--- src/rtl/ps2_rx_datapath_if.sv ---
// ps2_rx_datapath_if: groups the signals exchanged between the PS/2 receive
// datapath and its controlling FSM / byte consumer.
//   master : receive FSM side (drives shift/clear/done strobes)
//   slave  : datapath side (drives synchronized lines, edge, byte and flags)
interface ps2_rx_datapath_if;
  logic       ShiftEna;
  logic       resetCbits;
  logic       rx_done;
  logic       ps2_c_sync;
  logic       ps2_d_sync;
  logic       fall_edge;
  logic       trama_terminada;
  logic [7:0] dout;
  logic       dout_valid;
  logic       parity_err;
  logic       frame_err;

  modport master (
    output ShiftEna, resetCbits, rx_done,
    input  ps2_c_sync, ps2_d_sync, fall_edge, trama_terminada,
    input  dout, dout_valid, parity_err, frame_err
  );

  modport slave (
    input  ShiftEna, resetCbits, rx_done,
    output ps2_c_sync, ps2_d_sync, fall_edge, trama_terminada,
    output dout, dout_valid, parity_err, frame_err
  );
endinterface

--- src/rtl/ps2_rx_datapath.sv ---
// ps2_rx_datapath: PS/2 receive datapath. Synchronizes and glitch-filters the
// raw PS/2 clock, synchronizes the data line, detects filtered falling edges,
// shifts in an 11-bit LSB-first frame under FSM control and presents the data
// byte with an optional parity/framing check.
// Optional feature: define PS2_RX_PARITY_CHECK_EN to enable the odd-parity and
// start/stop-bit checks; otherwise parity_err and frame_err are tied low.
module ps2_rx_datapath #(
  parameter int FILTER_LEN = 8  // legal range 2..16
) (
  input  logic              clk,
  input  logic              rst,    // asynchronous, active low
  input  logic              ps2_c,
  input  logic              ps2_d,
  ps2_rx_datapath_if.slave  bus
);

  localparam int                FCNT_W     = $clog2(FILTER_LEN);
  localparam logic [FCNT_W-1:0] FCNT_LAST  = FCNT_W'(FILTER_LEN - 1);
  localparam logic [3:0]        FRAME_BITS = 4'd11;

  logic              c_meta, c_sync;
  logic              d_meta, d_sync;
  logic [FCNT_W-1:0] filt_cnt;
  logic              filt_level;
  logic              filt_flip;
  logic              fall_edge_q;
  logic [10:0]       shreg;
  logic [3:0]        bit_cnt;
  logic [7:0]        dout_q;
  logic              dout_valid_q;

  // Two-flop synchronizers for both raw PS/2 lines; idle level of the bus is 1.
  // NOTE: sequential state is always updated with <= so every flop samples the
  // pre-edge value of its neighbour; blocking = here would collapse the chain.
  always_ff @(posedge clk or negedge rst) begin
    if (!rst) begin
      c_meta <= 1'b1;
      c_sync <= 1'b1;
      d_meta <= 1'b1;
      d_sync <= 1'b1;
    end else begin
      c_meta <= ps2_c;
      c_sync <= c_meta;
      d_meta <= ps2_d;
      d_sync <= d_meta;
    end
  end

  // The filtered level flips only after FILTER_LEN consecutive disagreeing samples.
  assign filt_flip = (c_sync != filt_level) && (filt_cnt == FCNT_LAST);

  // Clock glitch filter: count samples that disagree with the current level.
  always_ff @(posedge clk or negedge rst) begin
    if (!rst) begin
      filt_cnt   <= '0;
      filt_level <= 1'b1;
    end else if (c_sync == filt_level) begin
      filt_cnt   <= '0;
    end else if (filt_flip) begin
      filt_cnt   <= '0;
      filt_level <= c_sync;
    end else begin
      filt_cnt   <= filt_cnt + 1'b1;
    end
  end

  // Falling-edge pulse, registered so it coincides with the first low cycle.
  always_ff @(posedge clk or negedge rst) begin
    if (!rst) fall_edge_q <= 1'b0;
    else      fall_edge_q <= filt_flip & filt_level;
  end

  // Frame shift register and bit counter; clear wins over a simultaneous shift.
  // NOTE: the shift register is reset even though it is pure datapath, so the
  // byte presented after a premature rx_done is deterministic.
  always_ff @(posedge clk or negedge rst) begin
    if (!rst) begin
      shreg   <= '0;
      bit_cnt <= '0;
    end else if (bus.resetCbits) begin
      bit_cnt <= '0;
    end else if (bus.ShiftEna && (bit_cnt < FRAME_BITS)) begin
      shreg   <= {d_sync, shreg[10:1]};
      bit_cnt <= bit_cnt + 4'd1;
    end
  end

  // Output byte and one-cycle valid strobe, captured on every rx_done.
  always_ff @(posedge clk or negedge rst) begin
    if (!rst) begin
      dout_q       <= 8'h00;
      dout_valid_q <= 1'b0;
    end else begin
      dout_valid_q <= bus.rx_done;
      if (bus.rx_done) dout_q <= shreg[8:1];
    end
  end

`ifdef PS2_RX_PARITY_CHECK_EN
  logic parity_err_q;
  logic frame_err_q;

  // Frame checks: odd parity over data+parity, start must be 0, stop must be 1.
  always_ff @(posedge clk or negedge rst) begin
    if (!rst) begin
      parity_err_q <= 1'b0;
      frame_err_q  <= 1'b0;
    end else if (bus.rx_done) begin
      parity_err_q <= ~^shreg[9:1];
      frame_err_q  <= shreg[0] | ~shreg[10];
    end
  end

  assign bus.parity_err = parity_err_q;
  assign bus.frame_err  = frame_err_q;
`else
  // Start, parity and stop bits have no consumer when checking is disabled.
  logic unused_frame_bits;
  assign unused_frame_bits = ^{shreg[10:9], shreg[0]};

  assign bus.parity_err = 1'b0;
  assign bus.frame_err  = 1'b0;
`endif

  assign bus.ps2_c_sync      = filt_level;
  assign bus.ps2_d_sync      = d_sync;
  assign bus.fall_edge       = fall_edge_q;
  assign bus.trama_terminada = (bit_cnt == FRAME_BITS);
  assign bus.dout            = dout_q;
  assign bus.dout_valid      = dout_valid_q;

endmodule

--- src/flat_wrapper.sv ---
// flat-port wrapper written by rule: the top's interface ports become plain ports
module ps2_rx_datapath_flat 
#(
  parameter int FILTER_LEN = 8                      
)
  (clk, rst, ps2_c, ps2_d, bus_ShiftEna, bus_resetCbits, bus_rx_done, bus_ps2_c_sync, bus_ps2_d_sync, bus_fall_edge, bus_trama_terminada, bus_dout, bus_dout_valid, bus_parity_err, bus_frame_err);
  ps2_rx_datapath_if bus_i ();
  input  logic clk;
  input  logic rst;
  input  logic ps2_c;
  input  logic ps2_d;
  input wire logic [$bits(bus_i.ShiftEna)-1:0] bus_ShiftEna;
  input wire logic [$bits(bus_i.resetCbits)-1:0] bus_resetCbits;
  input wire logic [$bits(bus_i.rx_done)-1:0] bus_rx_done;
  output wire logic [$bits(bus_i.ps2_c_sync)-1:0] bus_ps2_c_sync;
  output wire logic [$bits(bus_i.ps2_d_sync)-1:0] bus_ps2_d_sync;
  output wire logic [$bits(bus_i.fall_edge)-1:0] bus_fall_edge;
  output wire logic [$bits(bus_i.trama_terminada)-1:0] bus_trama_terminada;
  output wire logic [$bits(bus_i.dout)-1:0] bus_dout;
  output wire logic [$bits(bus_i.dout_valid)-1:0] bus_dout_valid;
  output wire logic [$bits(bus_i.parity_err)-1:0] bus_parity_err;
  output wire logic [$bits(bus_i.frame_err)-1:0] bus_frame_err;
  assign bus_i.ShiftEna = bus_ShiftEna;
  assign bus_i.resetCbits = bus_resetCbits;
  assign bus_i.rx_done = bus_rx_done;
  assign bus_ps2_c_sync = bus_i.ps2_c_sync;
  assign bus_ps2_d_sync = bus_i.ps2_d_sync;
  assign bus_fall_edge = bus_i.fall_edge;
  assign bus_trama_terminada = bus_i.trama_terminada;
  assign bus_dout = bus_i.dout;
  assign bus_dout_valid = bus_i.dout_valid;
  assign bus_parity_err = bus_i.parity_err;
  assign bus_frame_err = bus_i.frame_err;
  ps2_rx_datapath #(.FILTER_LEN(FILTER_LEN)) u_core (.clk(clk), .rst(rst), .ps2_c(ps2_c), .ps2_d(ps2_d), .bus(bus_i));
endmodule
--- config.mk ---
export PLATFORM = sky130hd
export DESIGN_NAME = ps2_rx_datapath_flat
export DESIGN_NICKNAME = d
export VERILOG_FILES = /design/src/rtl/ps2_rx_datapath_if.sv /design/src/rtl/ps2_rx_datapath.sv /design/src/flat_wrapper.sv
export SDC_FILE = /design/constraint.sdc
export NUM_CORES = 1
export LEC_CHECK = 0
export ABC_CLOCK_PERIOD_IN_PS = 2100
export CORE_ASPECT_RATIO = 0.75
export CORE_MARGIN = 2
export CORE_UTILIZATION = 40
export CTS_BUF_LIST = sky130_fd_sc_hd__clkbuf_4
export DETAILED_ROUTE_END_ITERATION = 8
export GPL_ROUTABILITY_DRIVEN = 0
export SLEW_MARGIN = 20
export SYNTH_ARGS = -nofsm -noshare
export SYNTH_HDL_FRONTEND = slang
export SYNTH_SLANG_ARGS = --single-unit
--- constraint.sdc ---
create_clock -name clk -period 2.1 [get_ports clk]
set_clock_uncertainty 0.1 [all_clocks]
set_input_delay 0.315 -clock clk [delete_from_list [all_inputs] [get_ports clk]]
set_output_delay 0.315 -clock clk [all_outputs]
set_load 0.02 [all_outputs]
Word level (Yosys, flattened, before mapping)
Cells that the tools add are included.
- input port bits: 7
- output and inout bits: 15
- logic and storage cells: 30
- register bits after elaboration: 33
- $lt $le $gt $ge: 1
- mux-type cells: 4
- equal/unequal tests: 4
- $add $sub $neg: 2
- bitwise logic cells: 3
- reduce and logical (&&, ||, !) cells: 5
- operators by type and width (operator ; count):
    $mux W4 ; 2
    $mux W3 ; 2
    $add A4 B1 Y4 const B ; 1
    $eq A4 B4 Y1 const B ; 1
    $lt A4 B4 Y1 const B ; 1
    $reduce_and A2 Y1 ; 2
    $add A3 B1 Y3 const B ; 1
    $eq A3 B3 Y1 const B ; 1
    $logic_and A1 B1 Y1 ; 2
    $not A1 Y1 ; 2
    $reduce_bool A2 Y1 ; 1
    $and A1 B1 Y1 ; 1
    $eq A1 B1 Y1 ; 1
    $ne A1 B1 Y1 ; 1

Depth between registers and ports, before layout
Gate-level depths: netlist of the first run.
- depth after elaboration: 4
- mapped depth: 5
- gate-level depth less buffers: 4

Worst setup path after synthesis of the first run
Ideal clock, no wire load.
- path type: reg-to-reg
- from: reg u_core.bit_cnt[0]
- to: reg u_core.shreg[10]
- path slack: 559 ps
- cell stages (with the launch flop): 6
- arrival time: 1316 ps
- clock period less this slack: 1541 ps
- buffers on the path: 1
- setup time: 125 ps
- data required time: 1875 ps
- cells stage by stage: dfrtp_1 ha_1 o21ai_2 nand3b_1 buf_6 mux2_4
- cells in the longest elaborated chain, start to end: 3
- RTL lines (element ; RTL line ; source):
    from (decl) ; ps2_rx_datapath.sv:28 ; logic [3:0] bit_cnt;
    from (signal assigned) ; ps2_rx_datapath.sv:84 ; bit_cnt <= bit_cnt + 4'd1;
    $lt A4 B4 Y1 ; ps2_rx_datapath.sv:82 ; end else if (bus.ShiftEna && (bit_cnt < FRAME_BITS)) begin
    $logic_and A1 B1 Y1 ; ps2_rx_datapath.sv:82 ;
    $reduce_and A2 Y1 (no source line) ; - ;
    to (signal assigned) ; ps2_rx_datapath.sv:83 ; shreg <= {d_sync, shreg[10:1]};
    to (decl) ; ps2_rx_datapath.sv:27 ; logic [10:0] shreg;
No other way between the ends.
A chain may end at the register's enable or synchronous reset.

Final worst setup path of the first run
- from: reg u_core.filt_level (netlist: u_core.bus.ps2_c_sync)
- to: out bus_ps2_c_sync
- RTL lines (element ; RTL line ; source):
    from (decl) ; ps2_rx_datapath.sv:24 ; logic filt_level;
    from (signal assigned) ; ps2_rx_datapath.sv:61 ; filt_level <= c_sync;
    to (decl) ; flat_wrapper.sv:15 ; output wire logic [$bits(bus_i.ps2_c_sync)-1:0] bus_ps2_c_sync;
No word-level cell between the ends.

==> results.json, run 1 <==
{
  "status": "complete, no violations",
  "wl_per_cell_um": 12.8,
  "port_buffers": 19,
  "grt_pass1_vias": 683,
  "synth_commonest_cells": "dfrtp_1 (27), mux2_4 (10), mux2_2 (9), dfstp_2 (5), nor2_1 (4)",
  "syn-cell-area_mm2": 0.00127,
  "cts.sinks": 32,
  "power_per_cell_area_mw_per_mm2": 1250,
  "wl_mm": 1.86,
  "place_hpwl_mm": 1.22,
  "rsz0062_at_grt": "no",
  "drt_first_iter_violations": 28,
  "yosys.area.top_type": "dfrtp_1",
  "setup_viol": 0,
  "slowest_stage": "clkdlybuf4s50_1",
  "insertedDiodeCount": 0,
  "cp_top_family": "buffers and inverters",
  "clk_path_buf_depth": 2,
  "placedCellCount": 137,
  "drtPass1Iterations": 2,
  "worst-endpoint-arrival_ps": 1510,
  "synth_seq_area_share_pct": 63.5,
  "drt.antenna.violating_nets": 0,
  "cap_violations": 0,
  "grt_max_degree": 33,
  "drive_gt1_share_pct": 33.6,
  "vdd_drop_max_v": 0.000951,
  "p_leak_nw": 0.726,
  "cts_buffers": 5,
  "fin_ws_ps": 174,
  "worstPathMaxFanout": 4,
  "synth-edff-count": 0,
  "drc": 0,
  "hold_viol_final": 0,
  "yosys.cell_types.count": 25,
  "vias_per_cell": 4.66,
  "start_kind": "flip-flop",
  "holdBufCountCts": 0,
  "cts-htree-levels": 2,
  "place_ws_ps": 304,
  "ys_ff_latch": 32,
  "die_y_um": 52.8,
  "clk_pin_slew_ps": 120,
  "synth_cells": 81,
  "rows": 17,
  "vias": 676,
  "slowest_delay_ps": 610,
  "timing.final.crit_share_pct": 91.7,
  "yosys_warnings": 0,
  "grt_pass1_wl_mm": 3.28,
  "hp-class": "in2async",
  "area_growth_pct": 24.0,
  "core_area_mm2": 0.00298,
  "synth.most_common_cell": "dfrtp_1",
  "worstPathRequired_ps": 1680,
  "clock_latency_ps": 340,
  "cts_tree": "built",
  "initial_core_util_pct": 42.6,
  "boundaryPins": 22,
  "synth_ff_type": "dfrtp_1",
  "stdcell_count": 145,
  "worst_setup_path_end_kind": "primary output",
  "synth_area_leaders": "dfrtp_1 (53%), mux2_4 (12%), dfstp_2 (10%)",
  "tns_ps": 0,
  "fmax_ghz": 0.519,
  "fin_crit_ps": 1930,
  "ctsRootBufferMaster": "clkbuf_4",
  "synthArstFlopShare_pct": 100,
  "gr-total-overflow": 0,
  "die_area_mm2": 0.00365,
  "crit_chain": "clkdlybuf4s50_1",
  "finalMaxSlewViolations": 0,
  "grt_usage_pct": 12.5,
  "p_total_w": 0.00197,
  "fin_nets": 116,
  "antenna_found_initial": 0,
  "yosysTopAreaCellShare_pct": 53.2,
  "avgSynthCellArea_um2": 15.7,
  "die_w_um": 69.1,
  "cp.buffers_inverters": 1,
  "crit_type": "reg2out"
}
## routing by layer
metal | GRT usage (%) | part of all wire (%) | routed length (um)
met1 | 15.5 | 49 | 918
met2 | 17.0 | 45 | 831
met3 | 7.50 | 3.9 | 73
met4 | 6.86 | 1.9 | 36
met5 | 0 | 0 | 0
## timing repair
action | 4_1_cts | 5_1_grt
buffers inserted | 0 | 0
endpoints found under the setup margin | 1 | 0
gates resized for setup | 1 | 0
## kinds of logic after synthesis
family | Yosys count | share of synthesized area, %
adders and majority gates | 3 | 2.96
DFF | 32 | 63.5
other | 1 | 0.295
AOI/OAI and AO/OA | 4 | 2.17
xor gates and xnor gates | 2 | 1.38
muxes | 19 | 19.8
buffers and inverters | 4 | 2.36
and+or+nand+nor | 16 | 7.49
## flip-flops by register name (all words and copies together), names as in the netlist
| name | flops |
|---|---|
| u_core.c_meta | 1 |
| u_core.bit_cnt | 4 |
| u_core.d_meta | 1 |
| u_core.c_sync | 1 |
| u_core.bus.ps2_c_sync | 1 |
| u_core.bus.ps2_d_sync | 1 |
| u_core.filt_cnt | 3 |
| u_core.shreg | 10 |
| u_core.bus.dout_valid | 1 |
| u_core.bus.dout | 8 |
| u_core.bus.fall_edge | 1 |
## layout make-up
class                   count  area [um^2]
multi-input cells          46          437
fillers                   257         1400
clock buffers               5         37.5
flip-flops and latches     32          807
repair buffers             21          204
well taps                  38         47.5
clock inverters             3         42.5
## metrics by stage
step / hold slack (ps) / instance area, um^2 / util (%)
floorplan: -80.6 / 1270 / -
global placement: 249 / 1500 / 50.3
detailed placement: 247 / 1500 / 50.3
CTS: 261 / 1580 / 52.9
global route: 254 / 1580 / 52.9
finish: 252 / 1580 / 52.9
## layout by cell type, fill, tap and decap left out
| cell type | Yosys | final |
|---|---|---|
| a41oi_1 | 1 | 1 |
| and2_2 | 1 | 1 |
| and3b_1 | 1 | 1 |
| buf_4 | 2 | 2 |
| bufinv_16 | 0 | 1 |
| clkbuf_4 | 0 | 5 |
| clkdlybuf4s50_1 | 0 | 18 |
| clkinv_2 | 0 | 1 |
| clkinvlp_4 | 0 | 1 |
| conb_1 | 1 | 2 |
| dfrtp_1 | 27 | 27 |
| dfstp_2 | 5 | 5 |
| dlygate4sd2_1 | 0 | 1 |
| ha_1 | 3 | 3 |
| mux2_2 | 9 | 9 |
| mux2_4 | 10 | 10 |
| nand2_1 | 1 | 1 |
| nand2b_1 | 2 | 2 |
| nand3_1 | 1 | 1 |
| nand3b_1 | 2 | 2 |
| nand4b_1 | 1 | 1 |
| nor2_1 | 4 | 4 |
| nor2b_1 | 1 | 1 |
| nor3_1 | 1 | 1 |
| nor3b_1 | 1 | 1 |
| o21ai_0 | 2 | 2 |
| o21ai_2 | 1 | 1 |
| xnor2_1 | 1 | 1 |
| xor2_1 | 1 | 1 |
## final timing paths
check | to | cells after the start | slack [ps] | start
max in group asynchronous | u_core.bus.ps2_d_sync | 2 | 1310 | rst
hold / removal | u_core.bus.dout[0] | 2 | 250 | rst
hold reg to reg | u_core.c_sync | 0 | 260 | u_core.c_meta
setup / recovery | bus_ps2_c_sync | 1 | 170 | u_core.bus.ps2_c_sync
min in group clk | u_core.c_sync | 0 | 260 | u_core.c_meta
setup reg to reg | u_core.shreg[7] | 5 | 430 | u_core.bit_cnt[0]
## power breakdown
part           internal [W]  switching (W)  leakage [nW]
registers          0.000814       0.000117         0.390
logic              0.000351       0.000224         0.295
clock network      0.000248       0.000220        0.0412
total               0.00141       0.000561         0.726
Power figures use the tool's default switching activity.
==> run 2, diff against run 1 <==
- CAP_MARGIN: not set -> 0
==> results of run 2 <==
Final layout, timing and power as in run 1 (identical DEF).
